==> src/rtl/spi_master_periph.sv <==
// APB slave SPI master: single 8-bit MSB-first frames, modes 0-3, programmable SCLK divider.
// Optional feature macro SPI_LOOPBACK_EN adds CR[5]=LOOP (shifter samples mosi internally).
module spi_master_periph #(
    parameter int         ADDR_W    = 4,
    parameter logic [7:0] RESET_DIV = 8'd4
) (
    input  logic              PCLK,
    input  logic              PRESET,
    input  logic [ADDR_W-1:0] PADDR,
    input  logic [31:0]       PWDATA,
    input  logic              PWRITE,
    input  logic              PENABLE,
    input  logic              PSEL,
    output logic [31:0]       PRDATA,
    output logic              PREADY,
    output logic              sclk,
    output logic              mosi,
    input  logic              miso,
    output logic              ss_n,
    output logic              irq
);
    localparam logic [1:0] S_IDLE  = 2'd0;
    localparam logic [1:0] S_SETUP = 2'd1;
    localparam logic [1:0] S_SHIFT = 2'd2;
    localparam logic [1:0] S_HOLD  = 2'd3;

    logic [1:0] state_q, state_d;
    logic [7:0] cnt_q, cnt_d, hdiv_q, hdiv_d, shreg_q, shreg_d;
    logic [7:0] tdr_q, tdr_d, rdr_q, rdr_d, clkdiv_q, clkdiv_d;
    logic [3:0] tog_q, tog_d;
    logic       en_q, en_d, cpol_q, cpol_d, cpha_q, cpha_d, ie_q, ie_d;
    logic       done_q, done_d, ovr_q, ovr_d, fcpha_q, fcpha_d, samp_q, samp_d;
    logic       sclk_q, sclk_d, mosi_q, mosi_d, ss_n_q, ss_n_d;
    logic       loop_q, rx_bit;

    logic        wr, rd, busy, start, half_end;
    logic [1:0]  idx;
    logic [31:0] rdata;
    logic        unused_bits;

    assign idx      = PADDR[3:2];
    assign PREADY   = PSEL & PENABLE;
    assign wr       = PREADY & PWRITE;
    assign rd       = PREADY & ~PWRITE;
    assign busy     = (state_q != S_IDLE);
    assign start    = wr && (idx == 2'd0) && PWDATA[3] && PWDATA[0] && !busy;
    assign half_end = (cnt_q == hdiv_q);

    assign sclk = sclk_q;
    assign mosi = mosi_q;
    assign ss_n = ss_n_q;
    assign irq  = done_q & ie_q;

    assign unused_bits = ^{PADDR[1:0], PWDATA[31:16]};

`ifdef SPI_LOOPBACK_EN
    logic floop_q;
    always_ff @(posedge PCLK or negedge PRESET) begin
        if (!PRESET) begin
            loop_q  <= 1'b0;
            floop_q <= 1'b0;
        end else begin
            if (wr && idx == 2'd0) loop_q <= PWDATA[5];
            if (start)             floop_q <= PWDATA[5];
        end
    end
    assign rx_bit = floop_q ? mosi_q : miso;
`else
    assign loop_q = 1'b0;
    assign rx_bit = miso;
`endif

    always_comb begin
        rdata = '0;
        case (idx)
            2'd0:    rdata[15:0] = {clkdiv_q, 2'b00, loop_q, ie_q, 1'b0, cpha_q, cpol_q, en_q};
            2'd1:    rdata[2:0]  = {ovr_q, done_q, busy};
            2'd2:    rdata[7:0]  = tdr_q;
            default: rdata[7:0]  = rdr_q;
        endcase
    end
    assign PRDATA = rd ? rdata : 32'h0;

    always_comb begin
        state_d  = state_q;  cnt_d   = cnt_q;   hdiv_d  = hdiv_q;  shreg_d = shreg_q;
        tdr_d    = tdr_q;    rdr_d   = rdr_q;   clkdiv_d = clkdiv_q; tog_d = tog_q;
        en_d     = en_q;     cpol_d  = cpol_q;  cpha_d  = cpha_q;  ie_d    = ie_q;
        done_d   = done_q;   ovr_d   = ovr_q;   fcpha_d = fcpha_q; samp_d  = samp_q;
        sclk_d   = sclk_q;   mosi_d  = mosi_q;  ss_n_d  = ss_n_q;

        if (wr) begin
            case (idx)
                2'd0: begin
                    en_d     = PWDATA[0];
                    cpol_d   = PWDATA[1];
                    cpha_d   = PWDATA[2];
                    ie_d     = PWDATA[4];
                    clkdiv_d = PWDATA[15:8];
                end
                2'd1: begin
                    if (PWDATA[1]) done_d = 1'b0;
                    if (PWDATA[2]) ovr_d  = 1'b0;
                end
                2'd2:    tdr_d = PWDATA[7:0];
                default: ;
            endcase
        end
        if (rd && idx == 2'd3) done_d = 1'b0;

        // EN dropping mid-frame aborts without touching DONE/RDR
        if (busy && !en_q) begin
            state_d = S_IDLE;
            cnt_d   = 8'd0;
            ss_n_d  = 1'b1;
            sclk_d  = cpol_q;
        end else begin
            case (state_q)
                S_IDLE: begin
                    sclk_d = cpol_q;
                    ss_n_d = 1'b1;
                    if (start) begin
                        state_d = S_SETUP;
                        cnt_d   = 8'd0;
                        tog_d   = 4'd0;
                        hdiv_d  = PWDATA[15:8];
                        fcpha_d = PWDATA[2];
                        sclk_d  = PWDATA[1];
                        ss_n_d  = 1'b0;
                        shreg_d = tdr_q;
                        if (!PWDATA[2]) mosi_d = tdr_q[7];
                    end
                end
                S_SETUP: begin
                    cnt_d = cnt_q + 8'd1;
                    if (half_end) begin
                        cnt_d   = 8'd0;
                        state_d = S_SHIFT;
                    end
                end
                S_SHIFT: begin
                    cnt_d = cnt_q + 8'd1;
                    if (half_end) begin
                        cnt_d  = 8'd0;
                        sclk_d = ~sclk_q;
                        tog_d  = tog_q + 4'd1;
                        // even toggles are leading edges
                        if (!tog_q[0]) begin
                            if (!fcpha_q) samp_d = rx_bit;
                            else          mosi_d = shreg_q[7];
                        end else begin
                            shreg_d = {shreg_q[6:0], fcpha_q ? rx_bit : samp_q};
                            if (!fcpha_q && tog_q != 4'd15) mosi_d = shreg_q[6];
                        end
                        if (tog_q == 4'd15) state_d = S_HOLD;
                    end
                end
                default: begin
                    cnt_d = cnt_q + 8'd1;
                    if (half_end) begin
                        cnt_d   = 8'd0;
                        state_d = S_IDLE;
                        ss_n_d  = 1'b1;
                        rdr_d   = shreg_q;
                        done_d  = 1'b1;
                        if (done_q) ovr_d = 1'b1;
                    end
                end
            endcase
        end
    end

    always_ff @(posedge PCLK or negedge PRESET) begin
        if (!PRESET) begin
            state_q  <= S_IDLE;  cnt_q   <= 8'd0;  hdiv_q  <= 8'd0;  shreg_q <= 8'd0;
            tdr_q    <= 8'd0;    rdr_q   <= 8'd0;  clkdiv_q <= RESET_DIV; tog_q <= 4'd0;
            en_q     <= 1'b0;    cpol_q  <= 1'b0;  cpha_q  <= 1'b0;  ie_q    <= 1'b0;
            done_q   <= 1'b0;    ovr_q   <= 1'b0;  fcpha_q <= 1'b0;  samp_q  <= 1'b0;
            sclk_q   <= 1'b0;    mosi_q  <= 1'b0;  ss_n_q  <= 1'b1;
        end else begin
            state_q  <= state_d; cnt_q   <= cnt_d; hdiv_q  <= hdiv_d; shreg_q <= shreg_d;
            tdr_q    <= tdr_d;   rdr_q   <= rdr_d; clkdiv_q <= clkdiv_d; tog_q <= tog_d;
            en_q     <= en_d;    cpol_q  <= cpol_d; cpha_q <= cpha_d; ie_q    <= ie_d;
            done_q   <= done_d;  ovr_q   <= ovr_d; fcpha_q <= fcpha_d; samp_q  <= samp_d;
            sclk_q   <= sclk_d;  mosi_q  <= mosi_d; ss_n_q <= ss_n_d;
        end
    end
endmodule
==> config.mk <==
export PLATFORM = sky130hd
export DESIGN_NAME = spi_master_periph
export DESIGN_NICKNAME = d
export VERILOG_FILES = /design/src/rtl/spi_master_periph.sv
export SDC_FILE = /design/constraint.sdc
export NUM_CORES = 1
export LEC_CHECK = 0
export ABC_AREA = 1
export CAP_MARGIN = 0
export CORE_MARGIN = 10
export CORE_UTILIZATION = 30
export CTS_BUF_LIST = sky130_fd_sc_hd__clkbuf_8
export CTS_CLUSTER_SIZE = 24
export DETAILED_ROUTE_END_ITERATION = 12
export GPL_TIMING_DRIVEN = 0
export HOLD_SLACK_MARGIN = 0.06
export PLACE_DENSITY = 0.52
export REMOVE_ABC_BUFFERS = 1
export SYNTH_ARGS = -nofsm -noshare
export SYNTH_HDL_FRONTEND = slang
export SYNTH_SLANG_ARGS = --single-unit
==> constraint.sdc <==
create_clock -name PCLK -period 3.7 [get_ports PCLK]
set_clock_uncertainty 0.05 [all_clocks]
set_input_delay 0.37 -clock PCLK [delete_from_list [all_inputs] [get_ports PCLK]]
set_output_delay 0.37 -clock PCLK [all_outputs]
set_load 0.02 [all_outputs]
==> metrics <==
status finished, final reports clean; Site Rows 39; utilization after layout 36.5%; Max FO, Critical Path 8; core area 0.0115 mm²; filler instances 1245; worst skew pair latency 350 ps; RSZ-0062 raised after global routing false; CTS max path bufs 2; met2 routed WL 4060 µm; crit-path cells clkdlybuf4s50_1 > clkinv_4 > nor2_1 > inv_1 > o221ai_1 > a31oi_1 > nor2_1 > clkdlybuf4s50_1; fin nets 551; HPWL Detailed 6560 µm; Routed WL per cell 13.6 µm; setup ws final 616 ps; routability cong. 0.801; post-route insts no fill 651; Hold Crit Class in2async; critical path type in2out; total gr overflow 0; initial drt markers 178; Worst VDD drop 0.276 mV; Async SR Flop Fraction 100%; leakage dissipation 2.00 nW; EDFF count, synth 0; CP Launch Type primary input; first-pass GRT wire length 15400 µm; Post-Syn Instances 461; Net Sw Frac 40.1%; Initial Utilization 30.9%; share of power burned in registers 42.0%; synth warn 0; slowest CP cell clkdlybuf4s50_1; number of H-tree levels 3; Max Cap Viol 0; diode count 0; setup bufs post-CTS 0; Comb pwr share 36.9%; area grow syn2layout 18.1%; I/O pin count 79; clk root buf clkbuf_8; Tot GR Track Use 11.6%; top routing layer used met4; fin crit period 3080 ps; post-synth cell types 40; dpl cells 635; top cell family by delay on the critical path buffers and inverters; worst r2r src state_q[0]$_DFFE_PN0P_; hold buffers post-CTS 0; Data arrival, critical path 2660 ps; die area 0.0166 mm²; Avg Vias per Cell 4.58; antenna violations before repair 0; final period utilization 83.4%; met3 wire len 613 µm; Crit path buffers/inverters 4; post-synthesis cell area 0.00356 mm²; Int Power 1.48 mW; total power 2.47 mW; reg-to-reg endpoint shreg_q[3]$_DFFE_PN0P_; cell depth of the worst flop-to-flop path 7; Die Y 129 µm; vias 2983; Chip Width 129 µm; IO Port Bufs 44; ys flop type dfrtp_1; Cell Pwr Density 589 mW/mm²; cts repair resizes 0; Reg clk slew, reported paths 70 ps; Clock Power Share 21.1%; Seq/Total Area, Yosys 45.8%; DRT met1 WL 4110 µm; TritonRoute pass-1 iters 4; Least-Margin Pin Slew 840 ps; final setup fails 0; FMAX 324 MHz; syn_area_per_cell 7.72 µm²; total clock sinks 65; final hold vios 0; Worst Path Required 3280 ps; Reg2Reg Setup Slack 1170 ps; Crit. End Element primary output; layout cells sized above 1 6.69%; synthesized flop and latch total 65; pre-CTS setup slack 593 ps; post-detailed-routing wire length 8860 µm; TritonCTS Buffers 9; largest net degree at the start of global routing 66; number of global-route vias before repair 3063; CTS tree built; Residual DRC 0; DRT antenna net count 0; slew margin rel. 44.0%; switching power 0.992 mW; fin. max-slew vios 0; crit-path max cell delay 700 ps
## flip-flops by register name, summed over array words and instances (netlist names)
| signal | flops |
|---|---|
| clkdiv_q | 8 |
| cnt_q | 8 |
| cpha_q | 1 |
| cpol_q | 1 |
| done_q | 1 |
| en_q | 1 |
| fcpha_q | 1 |
| hdiv_q | 8 |
| ie_q | 1 |
| mosi | 1 |
| ovr_q | 1 |
| rdr_q | 8 |
| samp_q | 1 |
| sclk | 1 |
| shreg_q | 8 |
| ss_n | 1 |
| state_q | 2 |
| tdr_q | 8 |
| tog_q | 4 |
## cells in the final DEF (no fill, tap or decap), types with 2 or more instances in the layout
| cell | netlist | final |
|---|---|---|
| o21ai_1 | 10 | 10 |
| inv_1 | 60 | 62 |
| nand3b_1 | 2 | 2 |
| o211ai_1 | 3 | 3 |
| clkinv_1 | 2 | 2 |
| dfstp_2 | 2 | 2 |
| nand2_1 | 137 | 137 |
| nand4_1 | 3 | 3 |
| xnor2_1 | 4 | 4 |
| a21oi_1 | 17 | 17 |
| xor2_1 | 4 | 4 |
| conb_1 | 1 | 16 |
| o21ai_0 | 42 | 42 |
| clkdlybuf4s50_1 | 0 | 43 |
| a31oi_1 | 2 | 2 |
| nor3_1 | 2 | 2 |
| clkbuf_8 | 0 | 10 |
| clkinv_2 | 0 | 4 |
| ha_1 | 6 | 6 |
| nand2_4 | 3 | 3 |
| nor2_4 | 2 | 2 |
| dfrtp_1 | 63 | 63 |
| nand2_2 | 3 | 3 |
| nor2_1 | 32 | 32 |
| o22ai_1 | 4 | 4 |
| nand3_1 | 17 | 17 |
## layer usage
layer  global-route usage [%]  vias up
met5                        0        -
met4                     2.61        0
met3                     4.93        4
met2                     18.1       74
met1                     14.6     1409
li1                         -     1496
## synth_stat cells (2+ instances only)
cell | n | share of area [%]
nand2_1 | 137 | 14
dfrtp_1 | 63 | 44
inv_1 | 60 | 6.3
o21ai_0 | 42 | 5.9
nor2_1 | 32 | 3.4
a21oi_1 | 17 | 2.4
nand3_1 | 17 | 2.4
buf_4 | 16 | 3.4
o21ai_1 | 10 | 1.4
clkbuf_1 | 6 | 0.63
ha_1 | 6 | 2.1
o22ai_1 | 4 | 0.70
xnor2_1 | 4 | 0.98
xor2_1 | 4 | 0.98
buf_2 | 3 | 0.42
nand2_2 | 3 | 0.53
nand2_4 | 3 | 0.95
nand4_1 | 3 | 0.53
o211ai_1 | 3 | 0.63
a31oi_1 | 2 | 0.35
buf_6 | 2 | 0.63
clkinv_1 | 2 | 0.21
dfstp_2 | 2 | 1.5
nand3b_1 | 2 | 0.42
nor2_4 | 2 | 0.63
nor3_1 | 2 | 0.28
## how the worst max path moves through the flow
stage | from | end | slack (ps) | cells after the start
CTS | PADDR[3] | PRDATA[0] | 580 | 8
global placement | PRESET | tog_q[1]$_DFFE_PN0P_ | -140 | 1
finish | PADDR[3] | PRDATA[0] | 620 | 8
floorplan | state_q[0]$_DFFE_PN0P_ | shreg_q[0]$_DFFE_PN0P_ | 1750 | 7
global route | PADDR[3] | PRDATA[0] | 430 | 8
detailed placement | PADDR[3] | PRDATA[0] | 590 | 8
## power groups by stage
stage | combinational (mW) | clock [mW] | sequential (mW)
CTS | 0.929 | 0.550 | 1.04
floorplan | 0.658 | 0 | 1.03
global placement | 0.906 | 0 | 1.04
finish | 0.913 | 0.523 | 1.04
detailed placement | 0.926 | 0 | 1.05
global route | 1.08 | 0.587 | 1.06
## final cells by class
class,instances,area [µm²],area share (%)
timing repair buffer,44,438,10.4
tap,143,179,4.26
clock buffer,10,138,3.27
clock inverter,6,27.5,0.655
inverter,65,256,6.10
sequential,65,1630,38.8
multi-input combinational,318,1540,36.5
## logic make-up (layout without fill, tap and decap cells)
group | after synthesis | after routing | share of synthesized area (%)
XOR/XNOR | 8 | 8 | 1.97
buffers and inverters | 93 | 125 | 12.7
flip-flops | 65 | 65 | 45.8
adder cells (fa/ha/maj) | 6 | 6 | 2.11
AO/OA/AOI/OAI | 82 | 82 | 12.3
multiplexers | 1 | 1 | 0.316
other | 1 | 16 | 0.105
AND/OR/NAND/NOR | 205 | 205 | 24.7
## worst register-to-register path: stages, from the launching register on
cell and delay, ps:
dfrtp_1 420, inv_1 130, ha_1 630, clkinv_1 480
nor2_1 430, nor2_8 130, nand2_1 90, o21ai_1 60
## metrics by stage
stage / hold slack, ps / TNS [ps] / area [µm²]
final: 72.3 / 0 / 4200
after global routing: 130 / 0 / 4200
after CTS: 104 / 0 / 4200
after detailed placement: 405 / 0 / 4040
after global placement: 404 / -8390 / 4040
after floorplan: 24.4 / 0 / 3420
No activity file was read; power rests on OpenSTA's default activity.
